--- src/rtl/flash_bus_arbiter_if.sv ---
// Purpose: per-master flash bus bundle for flash_bus_arbiter.
//   Master -> arbiter: req, nce, sclk, sout[3:0], oe, bus_qpi
//   Arbiter -> master: gnt
`timescale 1ns/1ps

interface flash_bus_arbiter_if;
    logic       req;
    logic       gnt;
    logic       nce;
    logic       sclk;
    logic [3:0] sout;
    logic       oe;
    logic       bus_qpi;

    modport master (
        output req, nce, sclk, sout, oe, bus_qpi,
        input  gnt
    );

    modport slave (
        input  req, nce, sclk, sout, oe, bus_qpi,
        output gnt
    );
endinterface

--- src/rtl/flash_bus_arbiter.sv ---
// Purpose: shares the single QSPI config flash between the CPU XIP controller (m0)
// and the loader/DFU flash engine (m1). The owner's lines are muxed to the pins,
// non-owners see a parked bus, and a CS-high gap of GAP_CYCLES separates owners.
// Ports:
//   clk, rstn        48 MHz clock, asynchronous active-low reset
//   m0, m1           per-master bundles (req/gnt handshake + flash lines)
//   flash_*          pin-side chip select, clock, data out, output enable, bus mode
//   flash_selected   high while a master owns the bus (drives USRMCLKTS)
//   timeout_evt      one-cycle pulse on a forced revoke
// Optional feature: define FLASH_ARB_TIMEOUT_EN to enable hold-time preemption
// (parameter TIMEOUT_CYCLES); without it timeout_evt is tied low.
`timescale 1ns/1ps

module flash_bus_arbiter #(
    parameter int unsigned GAP_CYCLES = 4
`ifdef FLASH_ARB_TIMEOUT_EN
    , parameter int unsigned TIMEOUT_CYCLES = 65536
`endif
) (
    input  logic                clk,
    input  logic                rstn,
    flash_bus_arbiter_if.slave  m0,
    flash_bus_arbiter_if.slave  m1,
    output logic                flash_nce,
    output logic                flash_sclk,
    output logic [3:0]          flash_sout,
    output logic                flash_oe,
    output logic                flash_bus_qpi,
    output logic                flash_selected,
    output logic                timeout_evt
);

    localparam int unsigned GAP_W = 8;

    typedef enum logic [1:0] {
        ST_IDLE = 2'd0,
        ST_OWN0 = 2'd1,
        ST_OWN1 = 2'd2,
        ST_GAP  = 2'd3
    } state_t;

    state_t             state_q;
    state_t             state_d;
    state_t             arb_state_c;
    logic [GAP_W-1:0]   gap_cnt_q;
    logic               rr_last_q;
    logic               qpi_q;
    logic               gnt0_q;
    logic               gnt1_q;
    logic               sel_q;
    logic               req0_eff_c;
    logic               req1_eff_c;

`ifdef FLASH_ARB_TIMEOUT_EN
    localparam int unsigned HOLD_W = 17;
    localparam logic [HOLD_W-1:0] HOLD_LAST = HOLD_W'(TIMEOUT_CYCLES - 1);

    logic [HOLD_W-1:0]  hold_cnt_q;
    logic               blk0_q;
    logic               blk1_q;
    logic               revoke_c;
    logic               evt_q;

    // A revoked master stays masked until it drops its request.
    assign req0_eff_c = m0.req & ~blk0_q;
    assign req1_eff_c = m1.req & ~blk1_q;
`else
    assign req0_eff_c = m0.req;
    assign req1_eff_c = m1.req;
`endif

    // Arbitration result used from IDLE and at the last GAP cycle.
    always_comb begin
        arb_state_c = ST_IDLE;
        if (req0_eff_c && req1_eff_c) begin
            arb_state_c = rr_last_q ? ST_OWN0 : ST_OWN1;
        end else if (req0_eff_c) begin
            arb_state_c = ST_OWN0;
        end else if (req1_eff_c) begin
            arb_state_c = ST_OWN1;
        end
    end

    // State register.
    always_ff @(posedge clk or negedge rstn) begin
        if (!rstn) begin
            state_q <= ST_IDLE;
        end else begin
            state_q <= state_d;
        end
    end

    // Next-state logic.
    always_comb begin
        state_d = state_q;
`ifdef FLASH_ARB_TIMEOUT_EN
        revoke_c = 1'b0;
`endif
        case (state_q)
            ST_IDLE: state_d = arb_state_c;
            ST_OWN0: begin
                if (!m0.req) begin
                    state_d = ST_GAP;
`ifdef FLASH_ARB_TIMEOUT_EN
                end else if (m1.req && (hold_cnt_q == HOLD_LAST)) begin
                    state_d  = ST_GAP;
                    revoke_c = 1'b1;
`endif
                end
            end
            ST_OWN1: begin
                if (!m1.req) begin
                    state_d = ST_GAP;
`ifdef FLASH_ARB_TIMEOUT_EN
                end else if (m0.req && (hold_cnt_q == HOLD_LAST)) begin
                    state_d  = ST_GAP;
                    revoke_c = 1'b1;
`endif
                end
            end
            ST_GAP: begin
                if (gap_cnt_q <= GAP_W'(1)) begin
                    state_d = arb_state_c;
                end
            end
            default: state_d = ST_IDLE;
        endcase
    end

    // Pin mux: owner's lines in OWN, parked bus otherwise; bus mode persists.
    always_comb begin
        flash_nce     = 1'b1;
        flash_sclk    = 1'b0;
        flash_sout    = 4'h0;
        flash_oe      = 1'b0;
        flash_bus_qpi = qpi_q;
        case (state_q)
            ST_OWN0: begin
                flash_nce     = m0.nce;
                flash_sclk    = m0.sclk;
                flash_sout    = m0.sout;
                flash_oe      = m0.oe;
                flash_bus_qpi = m0.bus_qpi;
            end
            ST_OWN1: begin
                flash_nce     = m1.nce;
                flash_sclk    = m1.sclk;
                flash_sout    = m1.sout;
                flash_oe      = m1.oe;
                flash_bus_qpi = m1.bus_qpi;
            end
            default: ;
        endcase
    end

    // Gap counter, round-robin history, bus-mode memory and registered status.
    always_ff @(posedge clk or negedge rstn) begin
        if (!rstn) begin
            gap_cnt_q <= '0;
            rr_last_q <= 1'b1;
            qpi_q     <= 1'b0;
            gnt0_q    <= 1'b0;
            gnt1_q    <= 1'b0;
            sel_q     <= 1'b0;
        end else begin
            if ((state_d == ST_GAP) && (state_q != ST_GAP)) begin
                gap_cnt_q <= GAP_W'(GAP_CYCLES);
            end else if (state_q == ST_GAP) begin
                gap_cnt_q <= gap_cnt_q - GAP_W'(1);
            end

            if ((state_d == ST_OWN0) && (state_q != ST_OWN0)) begin
                rr_last_q <= 1'b0;
            end else if ((state_d == ST_OWN1) && (state_q != ST_OWN1)) begin
                rr_last_q <= 1'b1;
            end

            if (state_q == ST_OWN0) begin
                qpi_q <= m0.bus_qpi;
            end else if (state_q == ST_OWN1) begin
                qpi_q <= m1.bus_qpi;
            end

            gnt0_q <= (state_d == ST_OWN0);
            gnt1_q <= (state_d == ST_OWN1);
            sel_q  <= (state_d == ST_OWN0) || (state_d == ST_OWN1);
        end
    end

`ifdef FLASH_ARB_TIMEOUT_EN
    // Hold timer: runs while the owner keeps the other master waiting.
    always_ff @(posedge clk or negedge rstn) begin
        if (!rstn) begin
            hold_cnt_q <= '0;
            blk0_q     <= 1'b0;
            blk1_q     <= 1'b0;
            evt_q      <= 1'b0;
        end else begin
            if (((state_q == ST_OWN0) && m1.req) || ((state_q == ST_OWN1) && m0.req)) begin
                hold_cnt_q <= hold_cnt_q + HOLD_W'(1);
            end else if ((state_q == ST_IDLE) || (state_q == ST_GAP)) begin
                hold_cnt_q <= '0;
            end

            if (revoke_c && (state_q == ST_OWN0)) begin
                blk0_q <= 1'b1;
            end else if (!m0.req) begin
                blk0_q <= 1'b0;
            end

            if (revoke_c && (state_q == ST_OWN1)) begin
                blk1_q <= 1'b1;
            end else if (!m1.req) begin
                blk1_q <= 1'b0;
            end

            evt_q <= revoke_c;
        end
    end

    assign timeout_evt = evt_q;
`else
    assign timeout_evt = 1'b0;
`endif

    assign m0.gnt         = gnt0_q;
    assign m1.gnt         = gnt1_q;
    assign flash_selected = sel_q;

endmodule

--- src/flat_wrapper.sv ---
// flat-port wrapper written by rule: the top's interface ports become plain ports
module flash_bus_arbiter_flat 
#(
    parameter int unsigned GAP_CYCLES = 4

)
  (clk, rstn, flash_nce, flash_sclk, flash_sout, flash_oe, flash_bus_qpi, flash_selected, timeout_evt, m0_req, m0_nce, m0_sclk, m0_sout, m0_oe, m0_bus_qpi, m0_gnt, m1_req, m1_nce, m1_sclk, m1_sout, m1_oe, m1_bus_qpi, m1_gnt);
  flash_bus_arbiter_if m0_i ();
  flash_bus_arbiter_if m1_i ();
  input  logic clk;
  input  logic rstn;
  output logic flash_nce;
  output logic flash_sclk;
  output logic [3:0] flash_sout;
  output logic flash_oe;
  output logic flash_bus_qpi;
  output logic flash_selected;
  output logic timeout_evt;
  input wire logic [$bits(m0_i.req)-1:0] m0_req;
  input wire logic [$bits(m0_i.nce)-1:0] m0_nce;
  input wire logic [$bits(m0_i.sclk)-1:0] m0_sclk;
  input wire logic [$bits(m0_i.sout)-1:0] m0_sout;
  input wire logic [$bits(m0_i.oe)-1:0] m0_oe;
  input wire logic [$bits(m0_i.bus_qpi)-1:0] m0_bus_qpi;
  output wire logic [$bits(m0_i.gnt)-1:0] m0_gnt;
  input wire logic [$bits(m1_i.req)-1:0] m1_req;
  input wire logic [$bits(m1_i.nce)-1:0] m1_nce;
  input wire logic [$bits(m1_i.sclk)-1:0] m1_sclk;
  input wire logic [$bits(m1_i.sout)-1:0] m1_sout;
  input wire logic [$bits(m1_i.oe)-1:0] m1_oe;
  input wire logic [$bits(m1_i.bus_qpi)-1:0] m1_bus_qpi;
  output wire logic [$bits(m1_i.gnt)-1:0] m1_gnt;
  assign m0_i.req = m0_req;
  assign m0_i.nce = m0_nce;
  assign m0_i.sclk = m0_sclk;
  assign m0_i.sout = m0_sout;
  assign m0_i.oe = m0_oe;
  assign m0_i.bus_qpi = m0_bus_qpi;
  assign m0_gnt = m0_i.gnt;
  assign m1_i.req = m1_req;
  assign m1_i.nce = m1_nce;
  assign m1_i.sclk = m1_sclk;
  assign m1_i.sout = m1_sout;
  assign m1_i.oe = m1_oe;
  assign m1_i.bus_qpi = m1_bus_qpi;
  assign m1_gnt = m1_i.gnt;
  flash_bus_arbiter #(.GAP_CYCLES(GAP_CYCLES)) u_core (.clk(clk), .rstn(rstn), .m0(m0_i), .m1(m1_i), .flash_nce(flash_nce), .flash_sclk(flash_sclk), .flash_sout(flash_sout), .flash_oe(flash_oe), .flash_bus_qpi(flash_bus_qpi), .flash_selected(flash_selected), .timeout_evt(timeout_evt));
endmodule
--- config.mk ---
export PLATFORM = sky130hd
export DESIGN_NAME = flash_bus_arbiter_flat
export DESIGN_NICKNAME = d
export VERILOG_FILES = /design/src/rtl/flash_bus_arbiter_if.sv /design/src/rtl/flash_bus_arbiter.sv /design/src/flat_wrapper.sv
export SDC_FILE = /design/constraint.sdc
export NUM_CORES = 1
export LEC_CHECK = 0
export BUFFER_PORTS_ARGS = -buffer_cell sky130_fd_sc_hd__buf_2
export CAP_MARGIN = 20
export CORE_MARGIN = 1.5
export CORE_UTILIZATION = 40
export DETAILED_ROUTE_END_ITERATION = 12
export PLACE_DENSITY = 0.7
export SKIP_LAST_GASP = 1
export SLEW_MARGIN = 0
export SYNTH_ARGS = -nofsm -noshare
export SYNTH_HDL_FRONTEND = slang
export SYNTH_SLANG_ARGS = --single-unit
--- constraint.sdc ---
create_clock -name clk -period 2.7 [get_ports clk]
set_input_delay 0.135 -clock clk [delete_from_list [all_inputs] [get_ports clk]]
set_output_delay 0.135 -clock clk [all_outputs]
set_load 0.02 [all_outputs]
==> metrics.txt <==
# TYPE chip_impl_metric gauge
chip_impl_info{name="run_status",value="complete, no violations"} 1
chip_impl_metric{name="maxCapViolCount",unit=""} 0
chip_impl_metric{name="fin_crit_sh",unit="%"} 89.3
chip_impl_metric{name="globalRouteOverflowTotal",unit=""} 0
chip_impl_metric{name="timing.critical_path.slowest_cell_delay",unit="ps"} 440
chip_impl_metric{name="critPathArrivalTime",unit="ps"} 2590
chip_impl_metric{name="port_buffer_cells",unit=""} 30
chip_impl_metric{name="via_count_of_the_first_global_routing_pass",unit=""} 888
chip_impl_info{name="critical_path.cell_chain",value="inv_1 -> ha_1 -> buf_4 -> o21ai_0 -> o2111a_1 -> a21oi_1 -> a2bb2oi_1 -> ha_1 -> nor2_1 -> mux2_2"} 1
chip_impl_metric{name="clock.fmax",unit="MHz"} 415
chip_impl_metric{name="avgViaCountPerCell",unit=""} 5.25
chip_impl_metric{name="gp_routability_congestion",unit=""} 0.810
chip_impl_metric{name="combinational_group_share_of_total_power",unit="%"} 6.2
chip_impl_metric{name="syn_avg_cell_area",unit="um^2"} 9.35
chip_impl_metric{name="required",unit="ps"} 2880
chip_impl_metric{name="yosys_warnings",unit=""} 0
chip_impl_metric{name="start_util",unit="%"} 43.5
chip_impl_info{name="tritoncts",value="done"} 1
chip_impl_metric{name="drt-initial-drc-count",unit=""} 8
chip_impl_info{name="slowest_cell_on_the_critical_path",value="sky130_fd_sc_hd__dfrtp_1"} 1
chip_impl_metric{name="maxSlewHeadroom",unit="%"} 53.8
chip_impl_metric{name="fin_worst_skew",unit="ps"} 2.91
chip_impl_metric{name="die_area",unit="um^2"} 2790
chip_impl_metric{name="ctsHtreeMaxLevel",unit=""} 1
chip_impl_metric{name="antenna_cells_inserted",unit=""} 0
chip_impl_info{name="cp_top_family",value="compound AO/OA/AOI/OAI gates"} 1
chip_impl_metric{name="route.final.wire_length",unit="mm"} 2.02
chip_impl_metric{name="peakVddDrop",unit="uV"} 218
chip_impl_metric{name="synth-seq-cells",unit=""} 15
chip_impl_metric{name="core_region_area",unit="um^2"} 2280
chip_impl_metric{name="die_height",unit="um"} 52.8
chip_impl_metric{name="route.detailed.drc",unit=""} 0
chip_impl_metric{name="synth_top_cell_area_share",unit="%"} 35.4
chip_impl_metric{name="ant_nets",unit=""} 0
chip_impl_metric{name="power.share.clock",unit="%"} 34.1
chip_impl_metric{name="layout-area-overhead-vs-synth",unit="%"} 21.2
chip_impl_metric{name="post-route-min-period",unit="ps"} 2410
chip_impl_metric{name="numCtsBuffers",unit=""} 3
chip_impl_metric{name="power_frac_seq",unit="%"} 59.7
chip_impl_info{name="worst_setup_path_start_kind",value="flop"} 1
chip_impl_info{name="timing_worst_setup_path_type",value="flop to flop"} 1
chip_impl_info{name="netlist_top_cells_area",value="sky130_fd_sc_hd__dfrtp_1, sky130_fd_sc_hd__ha_1, sky130_fd_sc_hd__a22oi_1"} 1
chip_impl_metric{name="grt_antenna_before_repair",unit=""} 0
chip_impl_info{name="cpMostUsedCell",value="sky130_fd_sc_hd__ha_1"} 1
chip_impl_metric{name="layout-drive-gt1-share",unit="%"} 28.3
chip_impl_metric{name="hpwlAfterDp",unit="mm"} 1.61
chip_impl_info{name="end_kind",value="flop"} 1
chip_impl_metric{name="worst_skew_late_latency",unit="ps"} 280
chip_impl_metric{name="num_rows",unit=""} 17
chip_impl_info{name="cts_root_buffer",value="sky130_fd_sc_hd__clkbuf_4"} 1
chip_impl_metric{name="count_of_unique_library_cells_instantiated_by_yosys",unit=""} 33
chip_impl_metric{name="number_of_setup_buffers_added_after_cts",unit=""} 0
chip_impl_info{name="synth_most_common_cell",value="sky130_fd_sc_hd__dfrtp_1"} 1
chip_impl_metric{name="clock_path_buffers",unit=""} 2
chip_impl_info{name="yosysTopAreaCell",value="sky130_fd_sc_hd__dfrtp_1"} 1
chip_impl_metric{name="slew_viol_final",unit=""} 0
chip_impl_metric{name="switching_share_of_total_power",unit="%"} 21.7
chip_impl_metric{name="final_hold_viol_count",unit=""} 0
chip_impl_metric{name="clock-sinks",unit=""} 15
chip_impl_metric{name="finalSetupViolations",unit=""} 0
chip_impl_metric{name="timing_worst_slew_pin_value",unit="ps"} 683
chip_impl_metric{name="via_count",unit=""} 872
chip_impl_metric{name="cell_internal_pwr",unit="mW"} 0.294
chip_impl_info{name="ys_top_cells_by_count",value="sky130_fd_sc_hd__dfrtp_1, sky130_fd_sc_hd__inv_1, sky130_fd_sc_hd__ha_1"} 1
chip_impl_info{name="hold_class",value="input pin to flop"} 1
chip_impl_metric{name="ys_async_sr_fraction",unit="%"} 100
chip_impl_metric{name="total_leakage_power",unit="nW"} 0.535
chip_impl_metric{name="clkTransAtPathRegs",unit="ps"} 90
chip_impl_metric{name="die_x",unit="um"} 52.8
chip_impl_metric{name="tns",unit="ps"} 0
chip_impl_metric{name="ys_seq_area_share",unit="%"} 38.0
chip_impl_metric{name="drt_pre_antenna_iters",unit=""} 4
chip_impl_metric{name="power_density",unit="nW/um^2"} 313
chip_impl_metric{name="syn-cell-area",unit="um^2"} 991
chip_impl_metric{name="grt_use_total",unit="%"} 17.7
chip_impl_metric{name="finalNetCount",unit=""} 168
chip_impl_metric{name="synthCells",unit=""} 106
chip_impl_metric{name="final.hold.worst_slack",unit="ps"} 97.5
chip_impl_metric{name="wire_length_of_the_first_global_routing_pass",unit="mm"} 3.62
chip_impl_metric{name="fin_util",unit="%"} 52.8
chip_impl_info{name="grt_setup_unrepaired",value="no"} 1
chip_impl_metric{name="ioPinCount",unit=""} 32
chip_impl_metric{name="route.detailed.wl_per_inst",unit="um"} 12.2
chip_impl_metric{name="synth_fp_nets",unit=""} 135
chip_impl_metric{name="path_buf_inv",unit=""} 2
chip_impl_metric{name="cp_max_fo",unit=""} 9
chip_impl_metric{name="total_switching_power",unit="mW"} 0.0817
chip_impl_metric{name="grt_max_degree",unit=""} 16
chip_impl_metric{name="synth_enable_flop_cells",unit=""} 0
chip_impl_info{name="dominantRegCellSynth",value="sky130_fd_sc_hd__dfrtp_1"} 1
metal layers:
| metal | global-route usage (%) | routed length (um) | up-vias |
|---|---|---|---|
| met3 | 2.29 | 136 | 6 |
| li1 | - | - | 437 |
| met4 | 12.0 | 59 | 0 |
| met2 | 30.0 | 935 | 39 |
| met5 | 0 | 0 | - |
| met1 | 20.5 | 889 | 390 |
worst paths after layout:
check,startpoint,endpoint,slack (ps),depth (start not counted)
max in group asynchronous,rstn,u_core.rr_last_q,2140,2
worst min register to register,u_core.qpi_q,u_core.qpi_q,530,2
min in group asynchronous,rstn,u_core.gap_cnt_q[6],270,2
worst max register to register,u_core.state_q[1],u_core.gap_cnt_q[0],290,10
worst min-delay path,m1_bus_qpi,u_core.qpi_q,100,3
worst max-delay path,u_core.state_q[1],u_core.gap_cnt_q[0],290,10
cell usage in the layout (no fill, tap or decap), drive strengths merged, types with 3 or more instances in the layout:
cell type and n:
nor2b 6, dfrtp 14, inv 10, ha 9
a21boi 3, nand2b 5, buf 31, nor2 6
nand2 7, a22oi 7, a21oi 8, clkbuf 4
o21ai 5
what timing repair did:
action / 4_1_cts / 5_1_grt
gates resized for setup: 0 / 1
endpoints found under the setup margin: 0 / 3
hold buffers: 1 / 0
endpoints found under the hold margin: 14 / 0
kinds of logic after synthesis:
| group | count (synthesis) | synth area share [%] |
|---|---|---|
| buffers and inverters | 14 | 5.93 |
| and+or+nand+nor | 31 | 18.9 |
| other | 1 | 0.378 |
| xor gates and xnor gates | 1 | 0.884 |
| AOI/OAI and AO/OA | 33 | 22.4 |
| adders and majority gates | 9 | 11.4 |
| muxes | 2 | 2.15 |
| DFF | 15 | 38.0 |
sequential cells by signal, indices dropped and copies added, names as in the netlist:
signal	count
u_core.m0.gnt	1
u_core.m1.gnt	1
u_core.gap_cnt_q	8
u_core.rr_last_q	1
u_core.qpi_q	1
u_core.flash_selected	1
u_core.state_q	2
tightest hold or removal path: cells and delay by family:
family                 cells  cell delay [ps]
buffers and inverters      1              100
AND/OR/NAND/NOR            1               50
AO/OA/AOI/OAI              1               50
area by class of cell:
type	instances	area (um^2)
inverter	10	37.5
sequential	15	377
tap	28	35.0
clock buffer	4	26.3
timing repair buffer	32	168
fill	210	1070
multi-input combinational	77	558
power groups by stage:
stage	clock, mW	sequential [mW]	combinational [mW]
after detailed placement	0	0.229	0.0228
after floorplan	0	0.229	0.00498
after global routing	0.146	0.225	0.0266
after global placement	0	0.229	0.0221
final	0.128	0.225	0.0232
after CTS	0.133	0.225	0.0238
through the flow:
stage          instances  setup slack, ps  total power [mW]  area, um^2
6_report             166              288             0.376        1200
5_1_grt              166             25.5             0.397        1200
4_1_cts              166              196             0.381        1200
3_5_place_dp         161              194             0.252        1160
3_3_place_gp         161              343             0.251        1160
2_1_floorplan        106              586             0.234         991
Power figures use the tool's default switching activity.
